==> src/rtl/weight_loader_if.sv <==
// Host-side weight row write channel for the weight loader.
// One row of 5-bit encoded weights per accepted transfer.
interface weight_loader_if #(
  parameter int SIZE = 8
);
  logic              wr_valid;
  logic              wr_ready;
  logic [5*SIZE-1:0] wr_data;

  modport master (
    output wr_valid,
    output wr_data,
    input  wr_ready
  );

  modport slave (
    input  wr_valid,
    input  wr_data,
    output wr_ready
  );
endinterface

==> src/rtl/weight_loader.sv <==
// Buffers a SIZE x SIZE weight tile and shifts it into the PE array top row.
// WEIGHT_LOADER_PINGPONG_EN adds a second bank so filling overlaps streaming.
module weight_loader #(
  parameter int SIZE = 8
) (
  input  logic              clk,
  input  logic              rst,
  weight_loader_if.slave    wr,
  input  logic              start,
  output logic              busy,
  output logic              done,
  output logic [5*SIZE-1:0] Weight_out,
  output logic              Weight_out_valid
);
  localparam int RW = (SIZE > 1) ? $clog2(SIZE) : 1;
  localparam logic [RW-1:0] LAST = RW'(SIZE - 1);

  typedef enum logic [1:0] {FILL, FULL, LOAD} state_t;
  state_t state, state_n;

  logic [RW-1:0]     wr_row, ld_row, rd_sel;
  logic [5*SIZE-1:0] rd_word;
  logic              accept, fill_last, launch, finish, more;

  assign accept    = wr.wr_valid && wr.wr_ready && !rst;
  assign fill_last = accept && (wr_row == LAST);
  assign launch    = start && (state == FULL) && !rst;
  assign finish    = (state == LOAD) && (ld_row == '0);
  assign rd_sel    = launch ? LAST : ld_row - RW'(1);
  assign busy      = Weight_out_valid;

`ifdef WEIGHT_LOADER_PINGPONG_EN
  logic              fill_bank, rd_bank;
  logic [1:0]        bank_full;
  logic [5*SIZE-1:0] tile [2][SIZE];

  assign wr.wr_ready = !bank_full[fill_bank];
  assign more        = bank_full[~rd_bank] || fill_last;
  assign rd_word     = tile[rd_bank][rd_sel];

  always_ff @(posedge clk) begin
    if (accept) tile[fill_bank][wr_row] <= wr.wr_data;
  end

  // Banks alternate, so streaming order always matches fill order.
  always_ff @(posedge clk) begin
    if (rst) begin
      fill_bank <= 1'b0;
      rd_bank   <= 1'b0;
      bank_full <= '0;
    end else begin
      if (fill_last) begin
        bank_full[fill_bank] <= 1'b1;
        fill_bank            <= ~fill_bank;
      end
      if (finish) begin
        bank_full[rd_bank] <= 1'b0;
        rd_bank            <= ~rd_bank;
      end
    end
  end
`else
  logic [5*SIZE-1:0] tile [SIZE];

  assign wr.wr_ready = (state == FILL);
  assign more        = 1'b0;
  assign rd_word     = tile[rd_sel];

  always_ff @(posedge clk) begin
    if (accept) tile[wr_row] <= wr.wr_data;
  end
`endif

  always_ff @(posedge clk) begin
    if (rst) state <= FILL;
    else     state <= state_n;
  end

  always_comb begin
    state_n = state;
    unique case (state)
      FILL:    if (fill_last) state_n = FULL;
      FULL:    if (launch)    state_n = LOAD;
      LOAD:    if (finish)    state_n = more ? FULL : FILL;
      default: state_n = FILL;
    endcase
  end

  // Bottom row goes out first so row r lands in PE row r after SIZE shifts.
  always_ff @(posedge clk) begin
    if (rst) begin
      wr_row           <= '0;
      ld_row           <= '0;
      done             <= 1'b0;
      Weight_out       <= '0;
      Weight_out_valid <= 1'b0;
    end else begin
      done <= finish;
      if (accept) wr_row <= fill_last ? '0 : wr_row + RW'(1);
      if (launch) begin
        Weight_out       <= rd_word;
        Weight_out_valid <= 1'b1;
        ld_row           <= LAST;
      end else if (state == LOAD) begin
        if (finish) begin
          Weight_out       <= '0;
          Weight_out_valid <= 1'b0;
        end else begin
          Weight_out <= rd_word;
          ld_row     <= rd_sel;
        end
      end
    end
  end
endmodule

==> src/flat_wrapper.sv <==
// flat-port wrapper written by rule: the top's interface ports become plain ports
module weight_loader_flat 
#(
  parameter int SIZE = 8
)
  (clk, rst, start, busy, done, Weight_out, Weight_out_valid, wr_wr_valid, wr_wr_data, wr_wr_ready);
  weight_loader_if #(.SIZE(SIZE)) wr_i ();
  input  logic clk;
  input  logic rst;
  input  logic start;
  output logic busy;
  output logic done;
  output logic [5*SIZE-1:0] Weight_out;
  output logic Weight_out_valid;
  input wire logic [$bits(wr_i.wr_valid)-1:0] wr_wr_valid;
  input wire logic [$bits(wr_i.wr_data)-1:0] wr_wr_data;
  output wire logic [$bits(wr_i.wr_ready)-1:0] wr_wr_ready;
  assign wr_i.wr_valid = wr_wr_valid;
  assign wr_i.wr_data = wr_wr_data;
  assign wr_wr_ready = wr_i.wr_ready;
  weight_loader #(.SIZE(SIZE)) u_core (.clk(clk), .rst(rst), .wr(wr_i), .start(start), .busy(busy), .done(done), .Weight_out(Weight_out), .Weight_out_valid(Weight_out_valid));
endmodule
==> config.mk <==
export PLATFORM = sky130hd
export DESIGN_NAME = weight_loader_flat
export DESIGN_NICKNAME = d
export VERILOG_FILES = /design/src/rtl/weight_loader_if.sv /design/src/rtl/weight_loader.sv /design/src/flat_wrapper.sv
export SDC_FILE = /design/constraint.sdc
export NUM_CORES = 1
export LEC_CHECK = 0
export CORE_MARGIN = 3
export CORE_UTILIZATION = 59
export CTS_BUF_LIST = sky130_fd_sc_hd__clkbuf_16
export CTS_CLUSTER_SIZE = 10
export DETAILED_ROUTE_END_ITERATION = 8
export PLACE_DENSITY = 0.8
export SYNTH_ARGS = -nofsm -noshare
export SYNTH_HDL_FRONTEND = slang
export SYNTH_SLANG_ARGS = --single-unit
==> constraint.sdc <==
create_clock -name clk -period 5.2 [get_ports clk]
set_input_delay 0.52 -clock clk [delete_from_list [all_inputs] [get_ports clk]]
set_output_delay 0.52 -clock clk [all_outputs]
set_load 0.005 [all_outputs]
* Word level (Yosys, flattened, before mapping)
Memory sizes are Yosys's and may differ from the RTL's.
Index checks and enable logic that the tools add are counted.
** Word-level totals
- Register bits after elaboration :: 50
- Bits in writable memories :: 320
- Memories kept :: 1
- Logic and storage cells :: 47
** Memories
- u_core.tile :: words 8, width 40, read ports 1, clocked after memory_dff 0, write ports 1, line weight_loader.sv:63 : logic [5*SIZE-1:0] tile [SIZE];
** Cells by class
- Add/subtract/negate cells :: 2
- Eq/ne operators :: 7
- Reduce and logical (&&, ||, !) cells :: 14
- Multiplexer cells :: 17
** Operators by type and width (number)
- $mux 40 :: 3
- $mux 3 :: 5
- $logic_and 1x1->1 :: 6
- $mux 2 :: 3
- $ne 2x1->1 const B :: 3
- $pmux 2 s3 :: 1
- $mux 1 :: 5
- $reduce_and 2->1 :: 2
- $reduce_bool 2->1 :: 2
- $add 3x1->3 const B :: 1
- $eq 3x3->1 const B :: 1
- $logic_not 3->1 :: 1
- $reduce_and 3->1 :: 1
- $sub 3x1->3 const B :: 1
- $eq 2x1->1 const B :: 1
- $eq 2x2->1 const B :: 1
- $logic_not 2->1 :: 1
- $ne 2x2->1 const B :: 1
- $logic_not 1->1 :: 1

* Depth between registers and ports, before layout
An unclocked memory read counts as a cell.
- Word-level depth :: 8
- Depth in mapped cells :: 11

* Worst setup path after synthesis
Ideal clock, no wire load.
- Kind :: input to register
- Start :: input wr_wr_valid
- End :: memory u_core.tile[1][0] in the netlist's numbering (enable)
- Library setup time :: 0.487 ns
- Arrival time :: 3.920 ns
- Path slack :: 0.793 ns
- Data required time :: 4.713 ns
- Cell stages on the path :: 5
- Cell sequence :: or3b_1 > buf_2 > nor2_1 > nand2_1 > nor3_1
** Between the ends
- Longest elaborated chain between the ends :: 4
** Ends and longest elaborated chain
- start: declaration :: line flat_wrapper.sv:15 : input wire logic [$bits(wr_i.wr_valid)-1:0] wr_wr_valid;
- $logic_and 1x1->1 (2 in a row) :: line weight_loader.sv:25 : assign accept = wr.wr_valid && wr.wr_ready && !rst;
- $mux 1 :: line weight_loader.sv:70 : if (accept) tile[wr_row] <= wr.wr_data;
- $mux 1 (implied by the code) :: line weight_loader.sv:70
- end: declaration :: line weight_loader.sv:63
Every way passes these cells.

* Worst setup path in the final report
- Start :: register u_core.ld_row[1]
- End :: register u_core.Weight_out[11]
** Between the ends
- Longest elaborated chain between the ends :: 6
** Ends and longest elaborated chain
- start: declaration :: line weight_loader.sv:21 : logic [RW-1:0] wr_row, ld_row, rd_sel;
- start signal: assignment :: line weight_loader.sv:110 : ld_row <= rd_sel;
- $sub 3x1->3 :: line weight_loader.sv:29 : assign rd_sel = launch ? LAST : ld_row - RW'(1);
- $mux 3 :: line weight_loader.sv:29
- $mem_v2 8x40
- $mux 40 :: line weight_loader.sv:105 : if (finish) begin
- $mux 40 :: line weight_loader.sv:104 : end else if (state == LOAD) begin
- $mux 40 * :: line weight_loader.sv:100 : if (launch) begin
- end signal: assignment :: line weight_loader.sv:101 : Weight_out <= rd_word;
- end signal: assignment :: line weight_loader.sv:109 : Weight_out <= rd_word;
- end: declaration :: line weight_loader.sv:12 : output logic [5*SIZE-1:0] Weight_out,
Every way passes the cells marked *; elsewhere a longest branch is shown, timed or not. The select of a mux whose other input is x is not followed.
A chain may end at the register's enable or synchronous reset.

==> impl_results.md <==
- Outcome: complete, no violations
- CP max FO: 69
- Post-cts gate resize count: 0
- Avg WL per Cell: 22.5 um
- Register bit count reported by yosys: 370
- Async SR Flop Fraction: 0
- Initial antenna violation count: 0
- Io pins: 88
- Distinct cells, synth: 39
- Slew headroom: 0.0861
- DRT antenna net count: 0
- Clk_lat worst skew: 0.53 ns
- Endpoints failing hold: 0
- Post-CTS Setup Inserts: 0
- Vias: 8808
- Reg2reg setup slack: 2.11 ns
- Num CTS Buffers: 43
- Post-route DRC violation count: 0
- Critical path depth: 7
- Hold_ws: 0.481 ns
- Layout area overhead: 16.3%
- Worst hold path depth: 2
- Top delay family on crit path: buffers and inverters
- Startpoint Class: register
- CP cell instances: inv_1 > ha_4 > buf_4 > mux2i_1 > a2bb2oi_1 > o221ai_1 > o311ai_1
- Max-slew violation count: 0
- First-pass DRT Iterations: 5
- Hold-fix buffers, CTS: 0
- EDFF count, synth: 320
- Min-delay worst type: reg -> reg
- Top-count cell post-synth: edfxtp_1
- Final min period: 3.09 ns
- H-tree Lvls: 2
- Util after Layout: 0.712
- Top-area cell type share of the netlist area: 0.657
- Root Buffer Master: clkbuf_16
- Clock transition at path regs: 0.05 ns
- Total Nets Final: 1122
- Pin count of the biggest net entering global routing: 93
- First-pass GRT wire length: 48.9 mm
- R2R depth: 7
- DIE AREA: 26700 um^2
- Remaining Overflow, GRT: 0
- FILL cells: 1502
- Syn_nets: 1040
- CP max stage delay: 0.83 ns
- Worst EP arrival: 3.44 ns
- DRT iter0 DRCs: 868
- ANT cells: 0
- Syn Inst Count: 992
- Synth area leaders: edfxtp_1, dfxtp_1, mux2i_1, a2bb2oi_1, o311ai_1
- Initial Utilization: 0.612
- Gpl congestion: 0.784
- Yosys warnings: 0
- Area of the mapped netlist: 14600 um^2
- RR Endpoint: u_core.Weight_out[11]$_SDFFE_PP0P_
- Min-Delay Startpoint: u_core.Weight_out[2]$_SDFFE_PP0P_
- Critical R2R Launch: u_core.ld_row[1]$_SDFFE_PP0P_
- End of the critical path: u_core.Weight_out[11]$_SDFFE_PP0P_
- Die width: 163 um
- Worst path slowest cell: buf_4
- Leakage: 0.00554 uW
- Total core area: 23900 um^2
- Syn_area_per_cell: 14.7 um^2
- Die Ht: 163 um
- Wirelength, routed: 31.9 mm
- Synth Flop Type: edfxtp_1
- CTS sink cnt: 370
- I/O Buffers: 87
- Area leader, netlist: edfxtp_1
- Share of cells above drive strength 1: 0.0936
- FMAX: 323 MHz
- Power density cells: 352 nW/um^2
- Worst Setup SP: u_core.ld_row[1]$_SDFFE_PP0P_
- Crit Path Class: reg -> reg
- Sequential area share after synthesis: 0.725
- Top post-synthesis cells by count: edfxtp_1, nor2_1, mux2i_1
- Max Clock Skew: 0.0167 ns
- Final Setup Violations: 0
- Max-cap viol count: 0
- Rows: 56
- CP endpoint kind: register
- Crit path buffers/inverters: 2
- CTS Buffer Depth: 3
- DP HPWL: 17.0 mm
- RSZ-0062 raised after global routing: no
- CTS tree: yes
- Tcrit/Tclk final: 0.595
- Worst-margin pin slew: 1.36 ns
- GRT Util Overall: 0.239
- TNS Setup: 0 ns
- Max rail drop VDD: 0.305 mV
- Vias in the first global route: 8841
- Worst EP required: 5.55 ns
- Vias per cell: 6.20
layout make-up:
class,count,area [um^2],share of cell area
sequential,370,10600,0.624
multi-input combinational,505,3540,0.208
clock buffer,45,1130,0.0662
timing repair buffer,112,1070,0.0630
tap,319,399,0.0235
inverter,42,158,0.00927
clock inverter,27,106,0.00625
how the worst min path moves through the flow:
stage | to | slack (ns)
2_1_floorplan | u_core.Weight_out[23]$_SDFFE_PP0P_ | 0.46
3_3_place_gp | u_core.Weight_out[37]$_SDFFE_PP0P_ | 0.46
3_5_place_dp | u_core.Weight_out[2]$_SDFFE_PP0P_ | 0.47
4_1_cts | u_core.Weight_out[2]$_SDFFE_PP0P_ | 0.48
5_1_grt | u_core.Weight_out[12]$_SDFFE_PP0P_ | 0.49
6_report | u_core.Weight_out[2]$_SDFFE_PP0P_ | 0.48
worst min-delay path: cells and delay by family (launching register included):
kind | cells | cell delay (ns)
AO/OA/AOI/OAI | 1 | 0.07
AND/OR/NAND/NOR | 1 | 0.05
flip-flops | 1 | 0.32
power breakdown:
| group | internal, uW | switching (uW) |
|---|---|---|
| sequential | 3260 | 9.01 |
| clock | 1540 | 1080 |
| combinational | 41.6 | 71.7 |
| total | 4840 | 1160 |
flip-flops by register name, summed over array words and instances (netlist names):
signal and cells:
u_core.tile 320, u_core.Weight_out 40, u_core.ld_row 3, u_core.wr_row 3, u_core.state 2, u_core.Weight_out_valid 1
u_core.done 1
kinds of logic (layout without fill, tap and decap cells):
group,count (synthesis),after routing,share of synthesized area
flops,370,370,0.725
mux,82,82,0.0562
buf+inv,117,226,0.0399
compound gates,214,214,0.113
xor+xnor,2,2,0.00120
fa+ha+maj,4,4,0.00342
simple gates,203,203,0.0606
placed cells by master, fill, tap and decap left out, drive strengths merged, types with 2 or more instances in the layout:
cell / n
a21oi: 9
a2bb2oi: 40
a31oi: 40
buf: 25
clkbuf: 45
clkdlybuf4s50: 87
dfxtp: 50
edfxtp: 320
ha: 4
inv: 68
mux2i: 81
nand2: 47
nand2b: 5
nand3: 42
nor2: 92
nor3: 7
nor3b: 2
o21ai: 42
o221ai: 40
o311ai: 40
or3: 2
layer usage:
layer,share of wire,vias up,global-route usage
met4,0.028,0,0.0865
met1,0.40,4361,0.308
li1,-,4003,-
met2,0.51,372,0.410
met5,0,-,0
met3,0.065,72,0.0434
metrics by stage:
stage	setup WS (ns)	total power, uW	std cells	instance area (um^2)
floorplan	0.793	3350	992	14600
global placement	1.83	3430	1348	15800
detailed placement	1.74	3440	1348	15800
CTS	2.12	6020	1420	17000
global route	1.95	6170	1420	17000
finish	2.11	5990	1420	17000
Note: power is estimated with default switching activity, not from simulation.
